**src/rtl/sipo_pkg.sv**
```systemverilog
// Shared types and helpers for the shift_reg_sipo frame receiver.
package sipo_pkg;

  typedef enum logic [1:0] {
    IDLE  = 2'd0,
    SHIFT = 2'd1,
    PAR   = 2'd2
  } state_t;

  function automatic int unsigned cnt_width(input int unsigned width);
    return $clog2(width + 1);
  endfunction

endpackage

```
**src/rtl/shift_reg_sipo_if.sv**
```systemverilog
// Serial input, parallel output handshake and status signals of shift_reg_sipo.
interface shift_reg_sipo_if #(
  parameter int unsigned WIDTH = 4
);
  logic             sin;
  logic             sin_en;
  logic             sync;
  logic [WIDTH-1:0] pout;
  logic             pout_valid;
  logic             pout_ready;
  logic             busy;
  logic             frame_err;
  logic             overrun;
  logic             ovr_clr;
  logic             par_err;

  modport master (
    output sin, sin_en, sync, pout_ready, ovr_clr,
    input  pout, pout_valid, busy, frame_err, overrun, par_err
  );

  modport slave (
    input  sin, sin_en, sync, pout_ready, ovr_clr,
    output pout, pout_valid, busy, frame_err, overrun, par_err
  );
endinterface

```
**src/rtl/sipo_out_buf.sv**
```systemverilog
// Parallel output holding register with valid/ready handshake and sticky overrun.
module sipo_out_buf #(
  parameter int unsigned WIDTH = 4
) (
  input  logic             clk,
  input  logic             reset,
  input  logic             commit,
  input  logic [WIDTH-1:0] word,
  input  logic             ready,
  input  logic             ovr_clr,
  output logic [WIDTH-1:0] pout,
  output logic             pout_valid,
  output logic             overrun
);

  logic drain;
  logic room;

  assign drain = pout_valid & ready;
  assign room  = ~pout_valid | drain;

  always_ff @(posedge clk or negedge reset) begin
    if (!reset) begin
      pout       <= '0;
      pout_valid <= 1'b0;
      overrun    <= 1'b0;
    end else begin
      if (commit && room) begin
        pout       <= word;
        pout_valid <= 1'b1;
      end else if (drain) begin
        pout_valid <= 1'b0;
      end
      // A fresh overrun in the same cycle as ovr_clr keeps the flag set
      if (commit && !room)
        overrun <= 1'b1;
      else if (ovr_clr)
        overrun <= 1'b0;
    end
  end

endmodule

```
**src/rtl/shift_reg_sipo.sv**
```systemverilog
// MSB-first serial-in/parallel-out frame receiver with sync, framing and overrun flags.
// Optional even parity bit per frame when SIPO_PARITY_EN is defined.
module shift_reg_sipo
  import sipo_pkg::*;
#(
  parameter int unsigned WIDTH = 4
) (
  input logic              clk,
  input logic              reset,
  shift_reg_sipo_if.slave  bus
);

  localparam int unsigned    CW   = cnt_width(WIDTH);
  localparam logic [CW-1:0]  LAST = CW'(WIDTH - 1);

  state_t           state;
  logic [CW-1:0]    cnt;
  logic [WIDTH-1:0] sh;
  logic [WIDTH-1:0] shifted;
  logic [WIDTH-1:0] first;
  logic             frame_err_q;
  logic             commit;
  logic [WIDTH-1:0] commit_word;

  assign shifted = {sh[WIDTH-2:0], bus.sin};
  assign first   = {{(WIDTH-1){1'b0}}, bus.sin};

`ifdef SIPO_PARITY_EN
  logic par_err_q;

  // The word is held in sh during PAR and released only on a parity match
  always_comb begin
    commit      = 1'b0;
    commit_word = sh;
    if (state == PAR && bus.sin_en && !bus.sync && (bus.sin == ^sh))
      commit = 1'b1;
  end

  assign bus.par_err = par_err_q;
`else
  always_comb begin
    commit      = 1'b0;
    commit_word = shifted;
    if (state == SHIFT && bus.sin_en && !bus.sync && cnt == LAST)
      commit = 1'b1;
  end

  assign bus.par_err = 1'b0;
`endif

  always_ff @(posedge clk or negedge reset) begin
    if (!reset) begin
      state       <= IDLE;
      cnt         <= '0;
      sh          <= '0;
      frame_err_q <= 1'b0;
`ifdef SIPO_PARITY_EN
      par_err_q   <= 1'b0;
`endif
    end else begin
      frame_err_q <= 1'b0;
`ifdef SIPO_PARITY_EN
      par_err_q   <= 1'b0;
`endif
      if (bus.sin_en) begin
        case (state)
          IDLE: begin
            if (bus.sync) begin
              sh    <= first;
              cnt   <= CW'(1);
              state <= SHIFT;
            end
          end
          SHIFT: begin
            if (bus.sync) begin
              sh          <= first;
              cnt         <= CW'(1);
              frame_err_q <= 1'b1;
            end else begin
              sh <= shifted;
              if (cnt == LAST) begin
                cnt   <= '0;
`ifdef SIPO_PARITY_EN
                state <= PAR;
`else
                state <= IDLE;
`endif
              end else begin
                cnt <= cnt + CW'(1);
              end
            end
          end
`ifdef SIPO_PARITY_EN
          PAR: begin
            if (bus.sync) begin
              sh          <= first;
              cnt         <= CW'(1);
              frame_err_q <= 1'b1;
              state       <= SHIFT;
            end else begin
              par_err_q <= (bus.sin != ^sh);
              state     <= IDLE;
            end
          end
`endif
          default: state <= IDLE;
        endcase
      end
    end
  end

  assign bus.busy      = (state != IDLE);
  assign bus.frame_err = frame_err_q;

  sipo_out_buf #(
    .WIDTH(WIDTH)
  ) u_out_buf (
    .clk        (clk),
    .reset      (reset),
    .commit     (commit),
    .word       (commit_word),
    .ready      (bus.pout_ready),
    .ovr_clr    (bus.ovr_clr),
    .pout       (bus.pout),
    .pout_valid (bus.pout_valid),
    .overrun    (bus.overrun)
  );

endmodule
```
**src/flat_wrapper.sv**
```systemverilog
// flat-port wrapper written by rule: the top's interface ports become plain ports
module shift_reg_sipo_flat import sipo_pkg::*;
#(
  parameter int unsigned WIDTH = 4
)
  (clk, reset, bus_sin, bus_sin_en, bus_sync, bus_pout_ready, bus_ovr_clr, bus_pout, bus_pout_valid, bus_busy, bus_frame_err, bus_overrun, bus_par_err);
  shift_reg_sipo_if #(.WIDTH(WIDTH)) bus_i ();
  input logic clk;
  input logic reset;
  input wire logic [$bits(bus_i.sin)-1:0] bus_sin;
  input wire logic [$bits(bus_i.sin_en)-1:0] bus_sin_en;
  input wire logic [$bits(bus_i.sync)-1:0] bus_sync;
  input wire logic [$bits(bus_i.pout_ready)-1:0] bus_pout_ready;
  input wire logic [$bits(bus_i.ovr_clr)-1:0] bus_ovr_clr;
  output wire logic [$bits(bus_i.pout)-1:0] bus_pout;
  output wire logic [$bits(bus_i.pout_valid)-1:0] bus_pout_valid;
  output wire logic [$bits(bus_i.busy)-1:0] bus_busy;
  output wire logic [$bits(bus_i.frame_err)-1:0] bus_frame_err;
  output wire logic [$bits(bus_i.overrun)-1:0] bus_overrun;
  output wire logic [$bits(bus_i.par_err)-1:0] bus_par_err;
  assign bus_i.sin = bus_sin;
  assign bus_i.sin_en = bus_sin_en;
  assign bus_i.sync = bus_sync;
  assign bus_i.pout_ready = bus_pout_ready;
  assign bus_i.ovr_clr = bus_ovr_clr;
  assign bus_pout = bus_i.pout;
  assign bus_pout_valid = bus_i.pout_valid;
  assign bus_busy = bus_i.busy;
  assign bus_frame_err = bus_i.frame_err;
  assign bus_overrun = bus_i.overrun;
  assign bus_par_err = bus_i.par_err;
  shift_reg_sipo #(.WIDTH(WIDTH)) u_core (.clk(clk), .reset(reset), .bus(bus_i));
endmodule
```
**config.mk**
```make
export PLATFORM = sky130hd
export DESIGN_NAME = shift_reg_sipo_flat
export DESIGN_NICKNAME = d
export VERILOG_FILES = /design/src/rtl/sipo_pkg.sv /design/src/rtl/shift_reg_sipo_if.sv /design/src/rtl/sipo_out_buf.sv /design/src/rtl/shift_reg_sipo.sv /design/src/flat_wrapper.sv
export SDC_FILE = /design/constraint.sdc
export NUM_CORES = 1
export LEC_CHECK = 0
export BUFFER_PORTS_ARGS = -buffer_cell sky130_fd_sc_hd__buf_2
export CAP_MARGIN = 20
export CORE_MARGIN = 3
export CORE_UTILIZATION = 49
export CTS_CLUSTER_SIZE = 30
export DETAILED_ROUTE_END_ITERATION = 7
export PLACE_DENSITY = 0.75
export SLEW_MARGIN = 20
export SYNTH_ARGS = -nofsm -noshare
export SYNTH_HDL_FRONTEND = slang
export SYNTH_SLANG_ARGS = --single-unit
```
**constraint.sdc**
```tcl
create_clock -name clk -period 1.95 [get_ports clk]
set_input_delay 0.39 -clock clk [delete_from_list [all_inputs] [get_ports clk]]
set_output_delay 0.39 -clock clk [all_outputs]
set_load 0.01 [all_outputs]
```
; ---- Word-level counts from Yosys, hierarchy flattened
; Index checks and enable logic that the tools add are counted.
[word_totals]
regBits = 15
inputBits = 7
word_cells = 49
[classes]
add_sub_neg = 1
eq_ne = 5
muxes = 19
n_bitwise = 3
reduce_logical = 14
[op_table]
columns = operator, count
row1 = $mux 3, 5
row2 = $pmux 3 s2, 2
row3 = $mux 1, 8
row4 = $reduce_bool 2->1, 4
row5 = $mux 2, 3
row6 = $ne 2x2->1 const B, 3
row7 = $logic_and 1x1->1, 5
row8 = $pmux 2 s2, 1
row9 = $reduce_and 4->1, 1
row10 = $add 3x1->3 const B, 1
row11 = $eq 3x2->1 const B, 1
row12 = $reduce_and 3->1, 1
row13 = $eq 2x1->1 const B, 1
row14 = $logic_not 1->1, 2
row15 = $logic_not 2->1, 1
row16 = $and 1x1->1, 1
row17 = $not 1->1, 1
row18 = $or 1x1->1, 1

; ---- Depth between registers and ports, before layout
[depth]
word_depth = 7
ltp_mapped = 4
depth_no_buf = 4

; ---- Hierarchy
; A second synthesis with hierarchy kept.
[unflattened]
cells_unflattened = 52
hier_area_um2 = 643.1
[by_module_without_submodules]
columns = mod, instances, cells_per_inst, area_per_inst_um2
row1 = shift_reg_sipo, 1, 36, 390.4
row2 = sipo_out_buf, 1, 16, 252.7

; ---- Least setup slack after synthesis
; Ideal clock, no wire load.
[synth_path]
path_kind = register to register
from = reg u_core.state[0]
to = reg u_core.u_out_buf.pout[0]
setup_ns = 0.125
t_arrival_ns = 1.347
required_time_ns = 1.825
path_slack_ns = 0.478
path_stages_with_launch = 5
n_path_buf = 1
synth_period_minus_slack_ns = 1.472
path_cell_list = dfrtp_1 -> buf_4 -> nand2_2 -> nor4b_4 -> mux2_4
[synth_between]
elab_chain_len = 6
[synth_lines]
columns = item, line
row1 = "start, declared", shift_reg_sipo.sv:16  ; state_t state;
row2 = "start signal, assigned", shift_reg_sipo.sv:53  ; state <= IDLE;
row3 = "start signal, assigned", shift_reg_sipo.sv:71  ; state <= SHIFT;
row4 = "start signal, assigned", shift_reg_sipo.sv:86  ; state <= IDLE;
row5 = $eq 2x1->1, shift_reg_sipo.sv:44  ; if (state == SHIFT && bus.sin_en && !bus.sync && cnt == LAST)
row6 = $logic_and 1x1->1 (3 in a row), shift_reg_sipo.sv:44
row7 = $mux 1, shift_reg_sipo.sv:44
row8 = $logic_and 1x1->1, sipo_out_buf.sv:28  ; if (commit && room) begin
row9 = "end signal, assigned", sipo_out_buf.sv:29  ; pout <= word;
row10 = "end, declared", sipo_out_buf.sv:11  ; output logic [WIDTH-1:0] pout,
; Every way passes these cells.
; A chain may end at the register's enable or synchronous reset.

; ---- Worst setup path after layout
[layout_path]
from = reg u_core.state[0]
to = reg u_core.u_out_buf.pout[2]
; Same word-level chain as after synthesis.

==> impl_metrics.yaml <==
synth:
  synthAdderAreaFrac_pct: 1.95
  yosys.area_share.simple_pct: 13.1
  seq_area_frac_synth_pct: 54.7
  ys_types: 23
  synth_mux_area_share_pct: 11.1
  synthFlopType: "dfrtp_1"
  synth_compound_area_share_pct: 12.7
  async_flop_share_pct: 100
  avgSynthCellArea_um2: 11.6
  syn_inst: 55
  synth-seq-cells: 14
  synth_area_um2: 641
  synth_top_family_by_area: "simple AND/OR/NAND/NOR gates"
  synth-edff-count: 0
  syn_nets: 63
  synth_xor_area_share_pct: 0
  yosysWarnings: 0
finish:
  fillCellCount: 107
  final_net_count: 80
  final_cell_mix: "buf_2 (14), dfrtp_1 (14), inv_1 (5), nand2_1 (5)"
  diodes: 0
  area_delta_synth_final_pct: 18.0
  final_cells: 85
  drive_gt1_share_pct: 35.2
sta:
  timing.setup.tns_ns: 0
  rsz0062_at_grt: "false"
  whs_ns: 0.309
  finalHoldViolCount: 0
  period_share_pct: 80.6
  period_needed_ns: 1.57
  fmaxAchievable_mhz: 636
  setup_viol: 0
  drv_slew: 0
  finClkSkew_ns: 0.00215
placed_design:
  dp_cells: 80
  port_buffers: 14
  dpl.hpwl_um: 799
  place_congestion: 0.784
cts:
  path_clk_slew_ns: 0.08
  htree_levels: 1
  cts_tree: "yes"
  post_cts_buffers: 0
  cts_root_buf: "clkbuf_4"
  numCtsBuffers: 3
  cts.repair.resized: 0
  clockBufferDepth: 2
  clock_latency_ns: 0.27
  cts_num_sinks: 14
routing:
  drt_iter0_drc: 9
  first_pass_iters: 4
  post_drt_via_cell_ratio: 5.21
  route.final.wire_length_um: 1070
  drc: 0
  ant_nets: 0
  wl_per_cell_um: 12.6
  via_count: 443
hold_path:
  hold_path.class: "in -> reg"
  whs_path_depth: 2
floorplan:
  core_area_mm2: 0.00117
  io_pins: 16
  die_h_um: 42.2
  die-width_um: 42.2
  rows: 12
  start_util_pct: 54.7
  die_area_mm2: 0.00178
run_status:
  status: "complete, no violations"
global_routing:
  grt_pass1_vias: 424
  grt_pass1_wl_um: 1950
  track_usage_pct: 14.3
  gr-total-overflow: 0
  grt_antenna_before_repair: 0
  grt_max_degree: 15
pwr:
  finalPower_mw: 0.949
  ir_worst_vdd_mv: 0.777
  powerDensity_mw_per_mm2: 1260
  leakage_nw: 0.398
critical_path:
  r2r_cells: 3
  required_ns: 2.11
  cp-end-kind: "register"
  cp.arrival_ns: 1.73
  cp-start-kind: "register"
  critPathKind: "reg -> reg"
  cp_max_fo: 10
job:
  drv_cap: 0
kinds of logic after synthesis:
kind of cell	count (synthesis)
other cells	1
simple gates	13
fa+ha+maj	1
compound gates	13
mux	5
flops	14
buf+inv	8
synthesized netlist by cell type (2+ instances only):
| library cell | number | share of area [%] |
|---|---|---|
| and3_1 | 2 | 2.0 |
| dfrtp_1 | 14 | 55 |
| nand2_1 | 5 | 2.9 |
| buf_4 | 2 | 2.3 |
| o21ai_0 | 4 | 3.1 |
| nand2b_1 | 2 | 2.0 |
| a21oi_1 | 2 | 1.6 |
| inv_1 | 5 | 2.9 |
| o22ai_1 | 2 | 2.0 |
| mux2_4 | 4 | 9.4 |
path summary, 6_finish.rpt:
| path | slack (ns) | end | from |
|---|---|---|---|
| max | 0.38 | u_core.u_out_buf.pout[2]$_DFFE_PN0P_ | u_core.state[0]$_DFFE_PN0P_ |
| min | 0.31 | u_core.u_out_buf.overrun$_DFFE_PN0P_ | bus_ovr_clr |
| max reg2reg | 0.38 | u_core.u_out_buf.pout[2]$_DFFE_PN0P_ | u_core.state[0]$_DFFE_PN0P_ |
| min reg2reg | 0.49 | u_core.cnt[2]$_DFFE_PN0P_ | u_core.cnt[2]$_DFFE_PN0P_ |
| max in group asynchronous | 1.17 | u_core.u_out_buf.pout[0]$_DFFE_PN0P_ | reset |
| min in group asynchronous | 0.54 | u_core.bus.frame_err$_DFF_PN0_ | reset |
stage by stage:
step | utilization (%) | area, µm² | setup slack, ns
6_report | 64.5 | 756 | 0.378
5_1_grt | 64.5 | 756 | 0.310
4_1_cts | 63.7 | 746 | 0.379
3_5_place_dp | 60.6 | 709 | 0.377
3_3_place_gp | 60.6 | 709 | 0.397
2_1_floorplan | - | 641 | 0.478
layer usage:
metal	up-vias	GRT usage, %	routed length, µm
li1	222	-	-
met1	204	21.0	513
met2	15	19.8	460
met3	2	3.86	80
met4	0	5.59	13
met5	-	0	0
what timing repair did:
item / 4_1_cts / 5_1_grt
hold buffers: 0 / 1
setup endpoints to repair: 0 / 0
endpoints found under the hold margin: 0 / 8
power breakdown:
group | total (mW) | switching, mW | internal [mW] | leakage (nW)
Clock | 0.201 | 0.0880 | 0.113 | 0.0210
Sequential | 0.446 | 0.0703 | 0.376 | 0.179
Combinational | 0.302 | 0.146 | 0.156 | 0.197
Total | 0.949 | 0.304 | 0.645 | 0.398
worst max-delay path: stages, from the launching register on:
cell	delay [ns]
dfrtp_1	0.51
nand2_2	0.16
nor4b_4	0.45
mux2_4	0.34
area by class of cell:
type / instances / area (µm²) / share of cell area, %
inverters: 5 / 18.8 / 2.48
repair buffers: 15 / 80.1 / 10.6
flip-flops and latches: 14 / 350 / 46.4
multi-input cells: 33 / 253 / 33.4
well taps: 14 / 17.5 / 2.32
clock buffers: 4 / 36.3 / 4.80
flip-flops by register name, indices dropped and copies added, names as in the netlist:
name                         flops
u_core.bus.frame_err             1
u_core.state                     1
u_core.u_out_buf.pout            4
u_core.u_out_buf.pout_valid      1
u_core.sh                        3
u_core.cnt                       3
u_core.u_out_buf.overrun         1
No activity file was read; power rests on OpenSTA's default activity.
